File: src/rtl/fft_mem_pkg.sv
// Shared definitions for the sample DMA path into processor data memory:
// default RAM geometry and the DMA controller state encoding.
package fft_mem_pkg;

    localparam int ADDR_W_DEF = 12;
    localparam int DATA_W_DEF = 32;

    typedef enum logic [1:0] {
        ST_IDLE = 2'd0,
        ST_RUN  = 2'd1,
        ST_DONE = 2'd2
    } dma_state_t;

    // A new frame may only be armed while no frame is being captured.
    function automatic logic start_allowed(input dma_state_t state);
        return (state != ST_RUN);
    endfunction

endpackage

File: src/rtl/sample_addr_gen.sv
// Frame bookkeeping for the sample DMA writer: latches base/length on start,
// counts accepted samples and produces the wrapped RAM write address.
module sample_addr_gen
    import fft_mem_pkg::*;
#(
    parameter int ADDR_W = ADDR_W_DEF
) (
    input  logic              clock,
    input  logic              reset,
    input  logic              load,
    input  logic [ADDR_W-1:0] base_addr,
    input  logic [ADDR_W-1:0] frame_len,
    input  logic              step,
    input  logic              wrap_en,
    output logic [ADDR_W-1:0] count,
    output logic [ADDR_W-1:0] addr,
    output logic              last
);

    localparam logic [ADDR_W-1:0] ONE = {{(ADDR_W-1){1'b0}}, 1'b1};

    logic [ADDR_W-1:0] base_reg;
    logic [ADDR_W-1:0] len_reg;
    logic [ADDR_W-1:0] count_reg;

    always_ff @(posedge clock or negedge reset) begin
        if (!reset) begin
            base_reg  <= '0;
            len_reg   <= '0;
            count_reg <= '0;
        end else if (load) begin
            base_reg  <= base_addr;
            len_reg   <= frame_len;
            count_reg <= '0;
        end else if (step) begin
            // In circular capture the count restarts so the next frame overwrites from base.
            count_reg <= (last && wrap_en) ? '0 : count_reg + ONE;
        end
    end

    assign last  = (count_reg == len_reg - ONE);
    assign addr  = base_reg + count_reg;
    assign count = count_reg;

endmodule

File: src/rtl/sample_dma_writer.sv
// Streams valid/ready samples into processor dmem at a programmed base address,
// yielding the RAM port to the processor whenever it accesses memory.
// Optional macro SAMPLE_DMA_CIRC_EN: circular capture with a 'stop' input.
module sample_dma_writer
    import fft_mem_pkg::*;
#(
    parameter int ADDR_W = ADDR_W_DEF,
    parameter int DATA_W = DATA_W_DEF
) (
    input  logic              clock,
    input  logic              reset,
    input  logic              start,
    input  logic [ADDR_W-1:0] base_addr,
    input  logic [ADDR_W-1:0] frame_len,
    input  logic              s_valid,
    input  logic [DATA_W-1:0] s_data,
    output logic              s_ready,
`ifdef SAMPLE_DMA_CIRC_EN
    input  logic              stop,
`endif
    input  logic              cpu_mem_en,
    input  logic              cpu_wren,
    input  logic [ADDR_W-1:0] cpu_addr,
    input  logic [DATA_W-1:0] cpu_data,
    output logic              ram_wren,
    output logic [ADDR_W-1:0] ram_addr,
    output logic [DATA_W-1:0] ram_data,
    output logic              busy,
    output logic              done,
    output logic [ADDR_W-1:0] count
);

`ifdef SAMPLE_DMA_CIRC_EN
    localparam logic CIRC_EN = 1'b1;
    logic stop_req;
    assign stop_req = stop;
`else
    localparam logic CIRC_EN = 1'b0;
    logic stop_req;
    assign stop_req = 1'b0;
`endif

    dma_state_t        state_reg, state_next;
    logic              done_reg, done_next;
    logic              start_ok;
    logic              transfer;
    logic              last;
    logic [ADDR_W-1:0] dma_addr;

    assign start_ok = start && start_allowed(state_reg);
    assign s_ready  = (state_reg == ST_RUN) && !cpu_mem_en;
    assign transfer = s_valid && s_ready;

    sample_addr_gen #(
        .ADDR_W (ADDR_W)
    ) u_addr_gen (
        .clock     (clock),
        .reset     (reset),
        .load      (start_ok),
        .base_addr (base_addr),
        .frame_len (frame_len),
        .step      (transfer),
        .wrap_en   (CIRC_EN),
        .count     (count),
        .addr      (dma_addr),
        .last      (last)
    );

    always_ff @(posedge clock or negedge reset) begin
        if (!reset) begin
            state_reg <= ST_IDLE;
            done_reg  <= 1'b0;
        end else begin
            state_reg <= state_next;
            done_reg  <= done_next;
        end
    end

    always_comb begin
        state_next = state_reg;
        done_next  = done_reg;
        case (state_reg)
            ST_IDLE, ST_DONE: begin
                if (start_ok) begin
                    // An empty frame completes immediately without touching RAM.
                    state_next = (frame_len == '0) ? ST_DONE : ST_RUN;
                    done_next  = (frame_len == '0);
                end
            end
            ST_RUN: begin
                if (transfer && last) begin
                    done_next = 1'b1;
                    if (!CIRC_EN) begin
                        state_next = ST_DONE;
                    end
                end
                if (stop_req) begin
                    state_next = ST_DONE;
                    done_next  = 1'b1;
                end
            end
            default: begin
                state_next = ST_IDLE;
            end
        endcase
    end

    // Zero-latency port mux: the processor always owns the RAM when it asks for it.
    always_comb begin
        ram_wren = transfer;
        ram_addr = dma_addr;
        ram_data = s_data;
        if (cpu_mem_en) begin
            ram_wren = cpu_wren;
            ram_addr = cpu_addr;
            ram_data = cpu_data;
        end
    end

    assign busy = (state_reg == ST_RUN);
    assign done = done_reg;

endmodule
File: config.mk
export PLATFORM = sky130hd
export DESIGN_NAME = sample_dma_writer
export DESIGN_NICKNAME = d
export VERILOG_FILES = /design/src/rtl/fft_mem_pkg.sv /design/src/rtl/sample_addr_gen.sv /design/src/rtl/sample_dma_writer.sv
export SDC_FILE = /design/constraint.sdc
export NUM_CORES = 1
export LEC_CHECK = 0
export BUFFER_PORTS_ARGS = -buffer_cell sky130_fd_sc_hd__buf_4
export CORE_MARGIN = 3
export CORE_UTILIZATION = 46
export CTS_CLUSTER_DIAMETER = 40
export DETAILED_ROUTE_END_ITERATION = 6
export PLACE_DENSITY = 0.79
export REMOVE_ABC_BUFFERS = 1
export SKIP_CTS_REPAIR_TIMING = 1
export SLEW_MARGIN = 10
export SYNTH_ARGS = -nofsm -noshare
export SYNTH_HDL_FRONTEND = slang
export SYNTH_SLANG_ARGS = --single-unit
export TNS_END_PERCENT = 20
File: constraint.sdc
create_clock -name clock -period 3.4 [get_ports clock]
set_clock_uncertainty 0.1 [all_clocks]
set_input_delay 0.68 -clock clock [delete_from_list [all_inputs] [get_ports clock]]
set_output_delay 0.68 -clock clock [all_outputs]
set_load 0.1 [all_outputs]
# == After elaboration in Yosys (flattened, before gate mapping) ==
# Index checks and enable logic that the tools add are counted.
# op_classes
add_sub_neg,3
multipliers,0
n_div,0
n_lt_le_gt_ge,0
n_eq_ne,6
shift,0
n_mux,12
bitwise,0
n_reduce_logical,12
# ops
cell,count
$mux 12,3
$mux 32,1
$add 12x1->12 const B,1
$add 12x12->12,1
$eq 12x12->1,1
$logic_not 12->1,1
$sub 12x1->12 const B,1
$mux 2,3
$logic_and 1x1->1,4
$ne 2x1->1 const B,2
$pmux 2 s2,1
$reduce_bool 2->1,2
$mux 1,3
$reduce_and 3->1,1
$eq 2x1->1 const B,1
$eq 2x2->1 const B,1
$logic_not 2->1,1
$ne 2x2->1 const B,1
$pmux 1 s2,1
$reduce_and 2->1,1
$reduce_or 2->1,1
$logic_not 1->1,1
# totals
reg_bits,39
latchBits,0
mem_bits_rw,0
romBits,0
inputBits,106
out_inout_bits,60
elab_cells,38
memories,0

# == Longest topological paths before layout ==
# Gate-level depths: netlist of run 1.
# depth
word_depth,6
ltp_mapped,9
depth_no_buf,9

# == Modules after synthesis ==
# Synthesis of run 1 repeated with hierarchy kept, for this count alone.
# unflattened
cells_unflattened,340
hier_area_um2,3314.4
# by_module_without_submodules
module,n_inst,cells_per_inst,area_per_inst_um2
sample_addr_gen,1,266,2587.5
sample_dma_writer,1,74,726.9

# == Worst setup path before layout of run 1 ==
# Ideal clock, no wire load.
# synth_path
kind,flip-flop to output port
from,register u_addr_gen.count_reg[0] (netlist: u_addr_gen.count[0])
to,output port ram_addr[10]
arrival_time_ns,4.802
slack_ns,-2.182
path_stages_with_launch,10
path_buffers,0
cell_sequence,dfrtp_1 -> ha_1 -> inv_1 -> fa_1 -> nor2b_1 -> o21ai_0 -> a21boi_1 -> o221a_2 -> o31ai_1 -> a221oi_1
# synth_between
elab_chain_len,2
# synth_lines
element,line,text
"start, declared",sample_addr_gen.sv:24,logic [ADDR_W-1:0] count_reg;
"start signal, assigned",sample_addr_gen.sv:37,count_reg <= (last && wrap_en) ? '0 : count_reg + ONE;
$add 12x12->12,sample_addr_gen.sv:42,assign addr = base_reg + count_reg;
$mux 12,sample_dma_writer.sv:113,if (cpu_mem_en) begin
"end, declared",sample_dma_writer.sv:26,"output logic [ADDR_W-1:0] ram_addr,"
# No other way between the ends.

# == Worst setup path in the final report of run 1 ==
# Ends and elaborated chain as after synthesis.

==> Flow_metrics.wiki, run 1 <==
{| class="wikitable"
! Metric !! Value
|-
| Max-cap violations || 0
|-
| Critical-path maximum fanout || 4
|-
| Yosys reg bits || 39
|-
| Top Family by Delay on Critical Path || compound AO/OA/AOI/OAI gates
|-
| Avg Inst Size Synth || 9.29 um2
|-
| Number of routed nets with antenna violations || 0
|-
| Max incr delay on CP || 380 ps
|-
| Area growth from synthesis to final layout || 49.8%
|-
| CTS root buf || clkbuf_8
|-
| Clock sink count || 39
|-
| Unrepaired setup endpoints after global routing || true
|-
| Worst Slack Setup Final || 89.9 ps
|-
| Slew at the pin closest to its max-slew limit || 492 ps
|-
| Crit start category || flip-flop
|-
| Fin util || 0.721
|-
| Vias in the first global route || 3151
|-
| Yosys top cell area share || 0.314
|-
| Die outline height || 88.2 um
|-
| Layout cell share with drive strength beyond 1 || 0.509
|-
| Maximum number of pins on one net before global-route repair || 41
|-
| Inst Count DP || 574
|-
| Buffering stage count on the worst path with inverters included || 2
|-
| Post-layout min period || 3310 ps
|-
| Core outline area || 6460 um2
|-
| Final instance area || 4660 um2
|-
| Share of flip-flops with an asynchronous set or reset || 1.00
|-
| Maximum clock insertion buffer count || 2
|-
| Post-synthesis sequential area ratio || 0.314
|-
| Hold Worst Slack || 253 ps
|-
| YS warnings || 0
|-
| Wirelength per Cell || 16.9 um
|-
| Die extent in x || 88.2 um
|-
| Fill cell total of the finished layout || 528
|-
| Final setup violating endpoints || 0
|-
| Worst endpoint required time || 2620 ps
|-
| Total CTS buffers || 5
|-
| Post-synth EDFFs || 0
|-
| Power per Cell Area || 630 nW/um2
|-
| Number of unique standard cell types used by synthesis || 52
|-
| Layout Nets || 626
|-
| Commonest cells after routing, fill and taps aside || 176 x buf_4, 54 x mux2_2, 39 x dfrtp_1
|-
| Post-Place Cell Area || 4470 um2
|-
| Number of antenna violations at the first check in global routing || 0
|-
| GPL Wtd Cong || 0.919
|-
| Pre-CTS WS || 131 ps
|-
| Detailed Place HPWL || 7920 um
|-
| Clock transition at the registers of the reported paths || 70 ps
|-
| Leakage component of the power || 0.00225 uW
|-
| Wire length of the first global-routing pass || 15700 um
|-
| Clock tree from TritonCTS || done
|-
| Number of placed I/O pins || 166
|-
| Critical Path, Cell by Cell || ha_2 > inv_2 > fa_2 > nor2b_2 > o21ai_2 > a21boi_2 > o221a_4 > o31ai_2 > a221oi_2 > buf_6
|-
| Combined area of all synthesized cells || 3110 um2
|-
| Total global routing overflow || 0
|-
| Result of the run || finished clean
|-
| Post-synthesis cell count || 335
|-
| Non-filler cells in the finished layout || 584
|-
| CTS H-tree lvls || 2
|-
| Endpoints failing hold || 0
|-
| Max VDD drop || 0.000697 V
|-
| Largest area contributor in the synthesized netlist || dfrtp_1
|-
| Kind of end point of the critical path || primary output
|-
| Site Rows || 29
|-
| Detailed-route via count || 3191
|-
| Main synth FF type || dfrtp_1
|-
| Remaining routing DRC violations || 0
|-
| First-iteration detailed-routing DRC count || 130
|-
| Buffers on Ports || 165
|-
| Initial Util || 0.482
|-
| Achievable Freq || 302 MHz
|-
| Number of detailed-routing iterations run before antenna repair || 4
|-
| Average via count per standard cell || 5.46
|-
| Source-to-sink clock delay at the later pin of the worst-skew pair || 290 ps
|-
| Cells taking the most area after synthesis || dfrtp_1 31%, mux2_2 20%, ha_1 5.2%
|-
| Share of the cycle needed by the critical path after routing || 0.974
|-
| Ant diodes || 0
|-
| Total wire length after detailed routing || 9860 um
|-
| Slew HR || 0.669
|-
| Most common cell after layout, fill and taps aside || buf_4
|-
| Cell type of the slowest stage on the worst timing path || fa_2
|-
| Aggregate global-route resource usage || 0.257
|-
| Total die area || 7780 um2
|-
| Worst Setup Path Type || flip-flop to primary output
|-
| Count of final max-slew check failures || 0
|-
| Worst endpoint data arrival time || 2530 ps
|-
| Class of the worst hold path || input port to asynchronous set/reset pin
|}
## report_power, final
group	switching, uW	internal [uW]
Sequential	154	613
Clock	164	185
Combinational	1190	627
Total	1510	1430
## layout make-up
type                    instances  area (um2)  share of cell area
inverters                      17        63.8              0.0137
repair buffers                179        1360               0.291
flip-flops and latches         39         976               0.210
well taps                      77        96.3              0.0207
multi-input cells             264        2060               0.443
clock buffers                   8         100              0.0215
## synth_stat cells, drive strengths merged, types with 6 or more instances
cell type / number
mux2: 54
dfrtp: 39
nand2: 25
nor2: 25
o21ai: 18
inv: 17
ha: 13
xnor2: 13
xor2: 12
clkbuf: 10
nor3: 10
a21oi: 9
nand4: 7
nor4: 7
nand3: 6
or3: 6
## worst paths after layout
| check | to | cells past startpoint | start | slack [ps] |
|---|---|---|---|---|
| worst max-delay path | ram_addr[10] | 10 | u_addr_gen.count[0] | 90 |
| worst min-delay path | u_addr_gen.count[11] | 1 | reset | 250 |
| worst max register to register | state_reg[0] | 8 | u_addr_gen.len_reg[0] | 730 |
| worst min register to register | u_addr_gen.base_reg[8] | 1 | u_addr_gen.base_reg[8] | 410 |
| max in group asynchronous | u_addr_gen.len_reg[1] | 1 | reset | 2610 |
| min in group clock | u_addr_gen.base_reg[8] | 1 | u_addr_gen.base_reg[8] | 410 |
## layer usage
| metal | vias up | track usage | share of wire |
|---|---|---|---|
| met5 | - | 0 | 0 |
| met4 | 0 | 0.0495 | 0.0077 |
| met3 | 10 | 0.0587 | 0.066 |
| met2 | 101 | 0.458 | 0.52 |
| met1 | 1512 | 0.320 | 0.41 |
| li1 | 1568 | - | - |
## cell families (layout without fill, tap and decap cells)
kind of cell | after synthesis | after routing | share of synthesized area
buffers and inverters | 32 | 204 | 0.0406
adders and majority gates | 14 | 14 | 0.0587
and+or+nand+nor | 110 | 110 | 0.183
DFF | 39 | 39 | 0.314
AOI/OAI and AO/OA | 59 | 59 | 0.128
muxes | 55 | 55 | 0.199
xor gates and xnor gates | 26 | 26 | 0.0776
## through the flow
step / total power (uW) / setup TNS, ps
2_1_floorplan: 2090 / -16510
3_3_place_gp: 2490 / 0
3_5_place_dp: 2540 / 0
4_1_cts: 2900 / -405
5_1_grt: 3100 / -44.1
6_report: 2930 / 0
## worst reg2reg max path, stage by stage, from the launching register on
cell	delay, ps
dfrtp_1	450
inv_1	100
ha_1	270
xnor3_1	320
a22oi_1	70
or4_1	540
nor3b_1	270
nand4_1	220
a21o_1	230
Power figures use the tool's default switching activity.
==> run 2, diff against run 1 <==
BUFFER_PORTS_ARGS = not set   (was -buffer_cell sky130_fd_sc_hd__buf_4)
CORE_UTILIZATION = 55   (was 46)
DONT_BUFFER_PORTS = 1   (was not set)
PLACE_DENSITY = 0.7   (was 0.79)
clock period = 2.73 ns   (was 3.4 ns; I/O delays follow)
==> Flow_metrics.wiki, run 2 (synthesis gave the netlist of run 1 again) <==
{| class="wikitable"
! Metric !! Value
|-
| Number of detailed-routing iterations run before antenna repair || 5 (was 4)
|-
| Total die area || 6590 um2 (was 7780 um2)
|-
| Endpoints failing hold || 0 (unchanged)
|-
| Buffering stage count on the worst path with inverters included || 2 (unchanged)
|-
| Result of the run || complete, but fails checks (was finished clean)
|-
| Core outline area || 5300 um2 (was 6460 um2)
|-
| Cells on worst reg2reg path || 7 (was 8)
|-
| Final instance area || 3850 um2 (was 4660 um2)
|-
| Cell type of the slowest stage on the worst timing path || dfrtp_1 (was fa_2)
|-
| Remaining routing DRC violations || 0 (unchanged)
|-
| Non-filler cells in the finished layout || 442 (was 584)
|-
| Max incr delay on CP || 370 ps (was 380 ps)
|-
| Total wire length after detailed routing || 8360 um (was 9860 um)
|-
| Crit start category || flip-flop (unchanged)
|-
| Clock transition at the registers of the reported paths || 80 ps (was 70 ps)
|-
| Clock tree from TritonCTS || done (unchanged)
|-
| Total power || 3590 uW (was 2930 uW)
|-
| Total CTS buffers || 5 (unchanged)
|-
| Slew HR || 0.398 (was 0.669)
|-
| Pre-CTS WS || -260 ps (was 131 ps)
|-
| Area taken by flip-flops and latches || 977 um2 (was 976 um2)
|-
| Commonest cells after routing, fill and taps aside || 54 x mux2_2, 38 x dfrtp_1, 31 x buf_4 (was 176 x buf_4, 54 x mux2_2, 39 x dfrtp_1)
|-
| Worst endpoint required time || 2080 ps (was 2620 ps)
|-
| Class of the worst hold path || input port to flip-flop (was input port to asynchronous set/reset pin)
|-
| Slew at the pin closest to its max-slew limit || 903 ps (was 492 ps)
|-
| Most common cell after layout, fill and taps aside || mux2_2 (was buf_4)
|-
| Total stage count of the critical path || 10 (unchanged)
|-
| Maximum clock insertion buffer count || 2 (unchanged)
|-
| GPL Wtd Cong || 0.848 (was 0.919)
|-
| Achievable Freq || 316 MHz
|-
| Wirelength per Cell || 18.9 um (was 16.9 um)
|-
| Violated checks || negative setup slack
|-
| Number of antenna violations at the first check in global routing || 0 (unchanged)
|-
| Detailed Place HPWL || 6520 um (was 7920 um)
|-
| Number of placed I/O pins || 166 (unchanged)
|-
| Total global routing overflow || 0 (unchanged)
|-
| Source-to-sink clock delay at the later pin of the worst-skew pair || 290 ps (about the same)
|-
| Switching share of power || 0.520 (was 0.514)
|-
| Share of power burned in the clock network || 0.107 (was 0.119)
|-
| Worst Setup Path Type || flip-flop to primary output (unchanged)
|-
| Post-Place Cell Area || 3650 um2 (was 4470 um2)
|-
| Inst Count DP || 429 (was 574)
|-
| Detailed-route via count || 2640 (was 3191)
|-
| Critical-path maximum fanout || 4 (unchanged)
|-
| Leakage component of the power || 0.00166 uW (was 0.00225 uW)
|-
| Power per Cell Area || 932 nW/um2 (was 630 nW/um2)
|-
| Vias in the first global route || 2614 (was 3151)
|-
| Number of routed nets with antenna violations || 0 (unchanged)
|-
| Max VDD drop || 0.000736 V (was 0.000697 V)
|-
| Clock sink count || 39 (unchanged)
|-
| Multi-input combinational cell area || 2140 um2 (was 2060 um2)
|-
| Cell internal pwr || 1720 uW (was 1430 uW)
|-
| Max-cap violations || 0 (unchanged)
|-
| Post-layout min period || 3160 ps
|-
| Initial Util || 0.587 (was 0.482)
|-
| Switching power of the nets || 1860 uW (was 1510 uW)
|-
| Wire length of the first global-routing pass || 12800 um (was 15700 um)
|-
| CTS root buf || clkbuf_8 (unchanged)
|-
| Die extent in x || 81.2 um (was 88.2 um)
|-
| Fill cell total of the finished layout || 408 (was 528)
|-
| Layout cell share with drive strength beyond 1 || 0.349 (was 0.509)
|-
| Sequential share of power || 0.283 (was 0.261)
|-
| Average via count per standard cell || 5.97 (was 5.46)
|-
| Aggregate global-route resource usage || 0.251 (was 0.257)
|-
| Buffers on Ports || 0 (was 165)
|-
| Worst endpoint data arrival time || 2510 ps (was 2530 ps)
|-
| Ant diodes || 0 (unchanged)
|-
| Share of the cycle needed by the critical path after routing || 1.16
|-
| Unrepaired setup endpoints after global routing || true (unchanged)
|-
| CTS H-tree lvls || 2 (unchanged)
|-
| Number of instances on the worst hold path || 2
|-
| Worst Slack Setup Final || -431 ps (was 89.9 ps)
|-
| Die outline height || 81.2 um (was 88.2 um)
|-
| Site Rows || 26 (was 29)
|-
| Critical Path, Cell by Cell || ha_2 > inv_2 > fa_2 > nor2b_2 > o21ai_2 > a21boi_2 > o221a_4 > o31ai_4 > a221oi_4 > buf_12 (was ha_2 > inv_2 > fa_2 > nor2b_2 > o21ai_2 > a21boi_2 > o221a_4 > o31ai_2 > a221oi_2 > buf_6)
|-
| Final setup violating endpoints || 7 (was 0)
|-
| Area growth from synthesis to final layout || 23.8% (was 49.8%)
|-
| Kind of end point of the critical path || primary output (unchanged)
|-
| Top Family by Delay on Critical Path || compound AO/OA/AOI/OAI gates (unchanged)
|-
| Count of final max-slew check failures || 0 (unchanged)
|-
| Layout Nets || 491 (was 626)
|-
| First-iteration detailed-routing DRC count || 128 (was 130)
|-
| Maximum number of pins on one net before global-route repair || 61 (was 41)
|-
| Fin util || 0.726 (was 0.721)
|-
| Combinational Power Share || 0.611 (was 0.620)
|}
==> run 2: cell types whose count changed in the layout (fill, tap and decap cells not counted), sizes merged <==
cell and change:
clkinv +1, clkbuf -1, buf -136, dlygate4sd3 +1
==> run 2: metal layers <==
layer	up-vias	GRT usage	wire (um)
li1	1298	-	-
met1	1237	0.320	3550
met2	101	0.416	4060
met3	4	0.0898	699
met4	0	0.0355	47
met5	-	0	0
==> run 2: power by group through the flow <==
stage | clock (uW) | sequential (uW) | combinational [uW]
global route | 418 | 1040 | 2330
floorplan | 0 | 1020 | 1580
detailed placement | 0 | 1020 | 2130
finish | 382 | 1010 | 2190
global placement | 0 | 1010 | 2090
CTS | 390 | 1010 | 2140
==> run 2: cell type report <==
| type | instances | area share |
|---|---|---|
| tap | 70 | 0.0227 |
| sequential | 39 | 0.254 |
| multi-input combinational | 264 | 0.557 |
| clock buffer | 7 | 0.0198 |
| clock inverter | 1 | 0.00130 |
| timing repair buffer | 44 | 0.129 |
| inverter | 17 | 0.0166 |
==> run 2: final timing paths <==
check | start | to | slack [ps]
setup reg to reg | u_addr_gen.count[2] | state_reg[0] | 160
min in group asynchronous | reset | u_addr_gen.base_reg[9] | 650
hold reg to reg | u_addr_gen.base_reg[5] | u_addr_gen.base_reg[5] | 420
setup / recovery | u_addr_gen.base_reg[0] | ram_addr[10] | -430
max in group asynchronous | reset | u_addr_gen.len_reg[0] | 1670
hold / removal | frame_len[1] | u_addr_gen.len_reg[1] | 270
==> run 2: per-stage QoR <==
stage          TNS, ps  hold slack (ps)
2_1_floorplan   -22410              150
3_3_place_gp      -543              151
3_5_place_dp      -646              151
4_1_cts          -2890             -170
5_1_grt          -2980              260
6_report         -2060              269
==> run 3, diff against run 2 <==
CORE_UTILIZATION = 50   (was 55)
PLACE_DENSITY = 0.65   (was 0.7)
==> Flow_metrics.wiki, run 3 (synthesis gave the netlist of run 1 again) <==
{| class="wikitable"
! Metric !! Value
|-
| Vias in the first global route || 2576 (was 2614)
|-
| Ant diodes || 0 (unchanged)
|-
| Die extent in x || 84.9 um (was 81.2 um)
|-
| Maximum clock insertion buffer count || 2 (unchanged)
|-
| Wirelength per Cell || 18.2 um (was 18.9 um)
|-
| Endpoints failing hold || 0 (unchanged)
|-
| Source-to-sink clock delay at the later pin of the worst-skew pair || 290 ps (about the same)
|-
| Commonest cells after routing, fill and taps aside || 54 x mux2_2, 39 x dfrtp_1, 35 x buf_4 (was 54 x mux2_2, 38 x dfrtp_1, 31 x buf_4)
|-
| Worst Slack Setup Final || -410 ps (was -431 ps)
|-
| Max incr delay on CP || 390 ps (was 370 ps)
|-
| Hold Worst Slack || 274 ps (was 269 ps)
|-
| Class of the worst hold path || input port to flip-flop (unchanged)
|-
| Violated checks || negative setup slack (unchanged)
|-
| Buffers on Ports || 0 (unchanged)
|-
| Number of routed nets with antenna violations || 0 (unchanged)
|-
| Post-layout min period || 3140 ps (was 3160 ps)
|-
| Kind of end point of the critical path || primary output (unchanged)
|-
| Wire length of the first global-routing pass || 12800 um (about the same)
|-
| Clock sink count || 39 (unchanged)
|-
| GPL Wtd Cong || 0.905 (was 0.848)
|-
| Result of the run || complete, but fails checks (unchanged)
|-
| Slew at the pin closest to its max-slew limit || 898 ps (was 903 ps)
|-
| Layout Nets || 495 (was 491)
|-
| Die outline height || 84.9 um (was 81.2 um)
|-
| Aggregate global-route resource usage || 0.222 (was 0.251)
|-
| Detailed-route via count || 2696 (was 2640)
|-
| Total die area || 7200 um2 (was 6590 um2)
|-
| Core outline area || 5960 um2 (was 5300 um2)
|-
| Critical-path maximum fanout || 4 (unchanged)
|-
| Total global routing overflow || 0 (unchanged)
|-
| Slew HR || 0.401 (was 0.398)
|-
| CTS root buf || clkbuf_8 (unchanged)
|-
| Total wire length after detailed routing || 8190 um (was 8360 um)
|-
| Initial Util || 0.522 (was 0.587)
|-
| Maximum number of pins on one net before global-route repair || 61 (unchanged)
|-
| Critical Path, Cell by Cell || ha_2 > inv_2 > fa_2 > nor2b_2 > o21ai_2 > a21boi_2 > o221a_4 > o311a_1 > a221oi_4 > buf_12 (was ha_2 > inv_2 > fa_2 > nor2b_2 > o21ai_2 > a21boi_2 > o221a_4 > o31ai_4 > a221oi_4 > buf_12)
|-
| Achievable Freq || 318 MHz (was 316 MHz)
|-
| Max VDD drop || 0.000840 V (was 0.000736 V)
|-
| Average via count per standard cell || 5.98 (was 5.97)
|-
| Worst endpoint data arrival time || 2490 ps (was 2510 ps)
|-
| Number of detailed-routing iterations run before antenna repair || 4 (was 5)
|-
| Most common cell after layout, fill and taps aside || mux2_2 (unchanged)
|-
| Number of antenna violations at the first check in global routing || 0 (unchanged)
|-
| Leakage component of the power || 0.00171 uW (was 0.00166 uW)
|-
| Site Rows || 28 (was 26)
|-
| Area growth from synthesis to final layout || 26.5% (was 23.8%)
|-
| Worst Setup Path Type || flip-flop to primary output (unchanged)
|-
| Clock tree from TritonCTS || done (unchanged)
|-
| Non-filler cells in the finished layout || 451 (was 442)
|-
| Clock transition at the registers of the reported paths || 70 ps (was 80 ps)
|-
| Total CTS buffers || 5 (unchanged)
|-
| First-iteration detailed-routing DRC count || 79 (was 128)
|-
| Unrepaired setup endpoints after global routing || true (unchanged)
|-
| Count of final max-slew check failures || 0 (unchanged)
|-
| Crit start category || flip-flop (unchanged)
|-
| Inst Count DP || 436 (was 429)
|-
| Power per Cell Area || 942 nW/um2 (was 932 nW/um2)
|-
| Max-cap violations || 0 (unchanged)
|-
| Remaining routing DRC violations || 0 (unchanged)
|-
| Worst endpoint required time || 2080 ps (about the same)
|-
| Final setup violating endpoints || 8 (was 7)
|-
| Cell type of the slowest stage on the worst timing path || dfrtp_1 (unchanged)
|-
| Share of the cycle needed by the critical path after routing || 1.15 (was 1.16)
|-
| Number of placed I/O pins || 166 (unchanged)
|-
| CTS H-tree lvls || 2 (unchanged)
|-
| Reg-to-reg slack, setup || 140 ps (was 160 ps)
|-
| Detailed Place HPWL || 6430 um (was 6520 um)
|-
| Layout cell share with drive strength beyond 1 || 0.367 (was 0.349)
|}
run 3: critical path, delay by kind of cell (launching register included):
kind,cells,cell delay [ps]
AO/OA/AOI/OAI,5,1070
adder cells (fa/ha/maj),2,420
buffers and inverters,2,270
flip-flops,1,390
AND/OR/NAND/NOR,1,50
run 3: worst paths after layout:
path / startpoint / to / depth (start not counted)
hold reg to reg: u_addr_gen.base_reg[5] / u_addr_gen.base_reg[5] / 1
hold / removal: frame_len[1] / u_addr_gen.len_reg[1] / 2
max in group asynchronous: reset / u_addr_gen.base_reg[2] / 2
setup reg to reg: u_addr_gen.len_reg[0] / state_reg[0] / 8
setup / recovery: u_addr_gen.base_reg[0] / ram_addr[10] / 10
min in group asynchronous: reset / u_addr_gen.base_reg[11] / 2
run 3: through the flow:
stage / setup slack, ps / power (uW) / cell area [um2] / utilization / setup TNS, ps
global route: -533 / 3910 / 3930 / 0.661 / -3360
finish: -410 / 3700 / 3930 / 0.661 / -2440
floorplan: -2720 / 2600 / 3050 / - / -22410
CTS: -620 / 3650 / 3790 / 0.637 / -3090
global placement: -251 / 3110 / 3680 / 0.617 / -647
detailed placement: -277 / 3150 / 3680 / 0.617 / -786
run 3: power breakdown:
part / switching (uW) / total (uW) / internal, uW
registers: 249 / 1010 / 762
clock network: 197 / 492 / 295
logic: 1410 / 2200 / 796
run 3: routing by layer:
metal	up-vias	part of all wire	track usage
li1	1300	-	-
met1	1279	0.45	0.307
met2	102	0.46	0.347
met3	15	0.071	0.0447
met4	0	0.022	0.0777
met5	-	0	0
run 3: cell type report:
| class | count | area, um2 |
|---|---|---|
| Timing Repair Buffer | 48 | 518 |
| Clock buffer | 6 | 82.6 |
| Fill cell | 481 | 2020 |
| Multi-Input combinational cell | 264 | 2160 |
| Clock inverter | 2 | 35.0 |
| Tap cell | 75 | 93.8 |
| Sequential cell | 39 | 976 |
| Inverter | 17 | 63.8 |
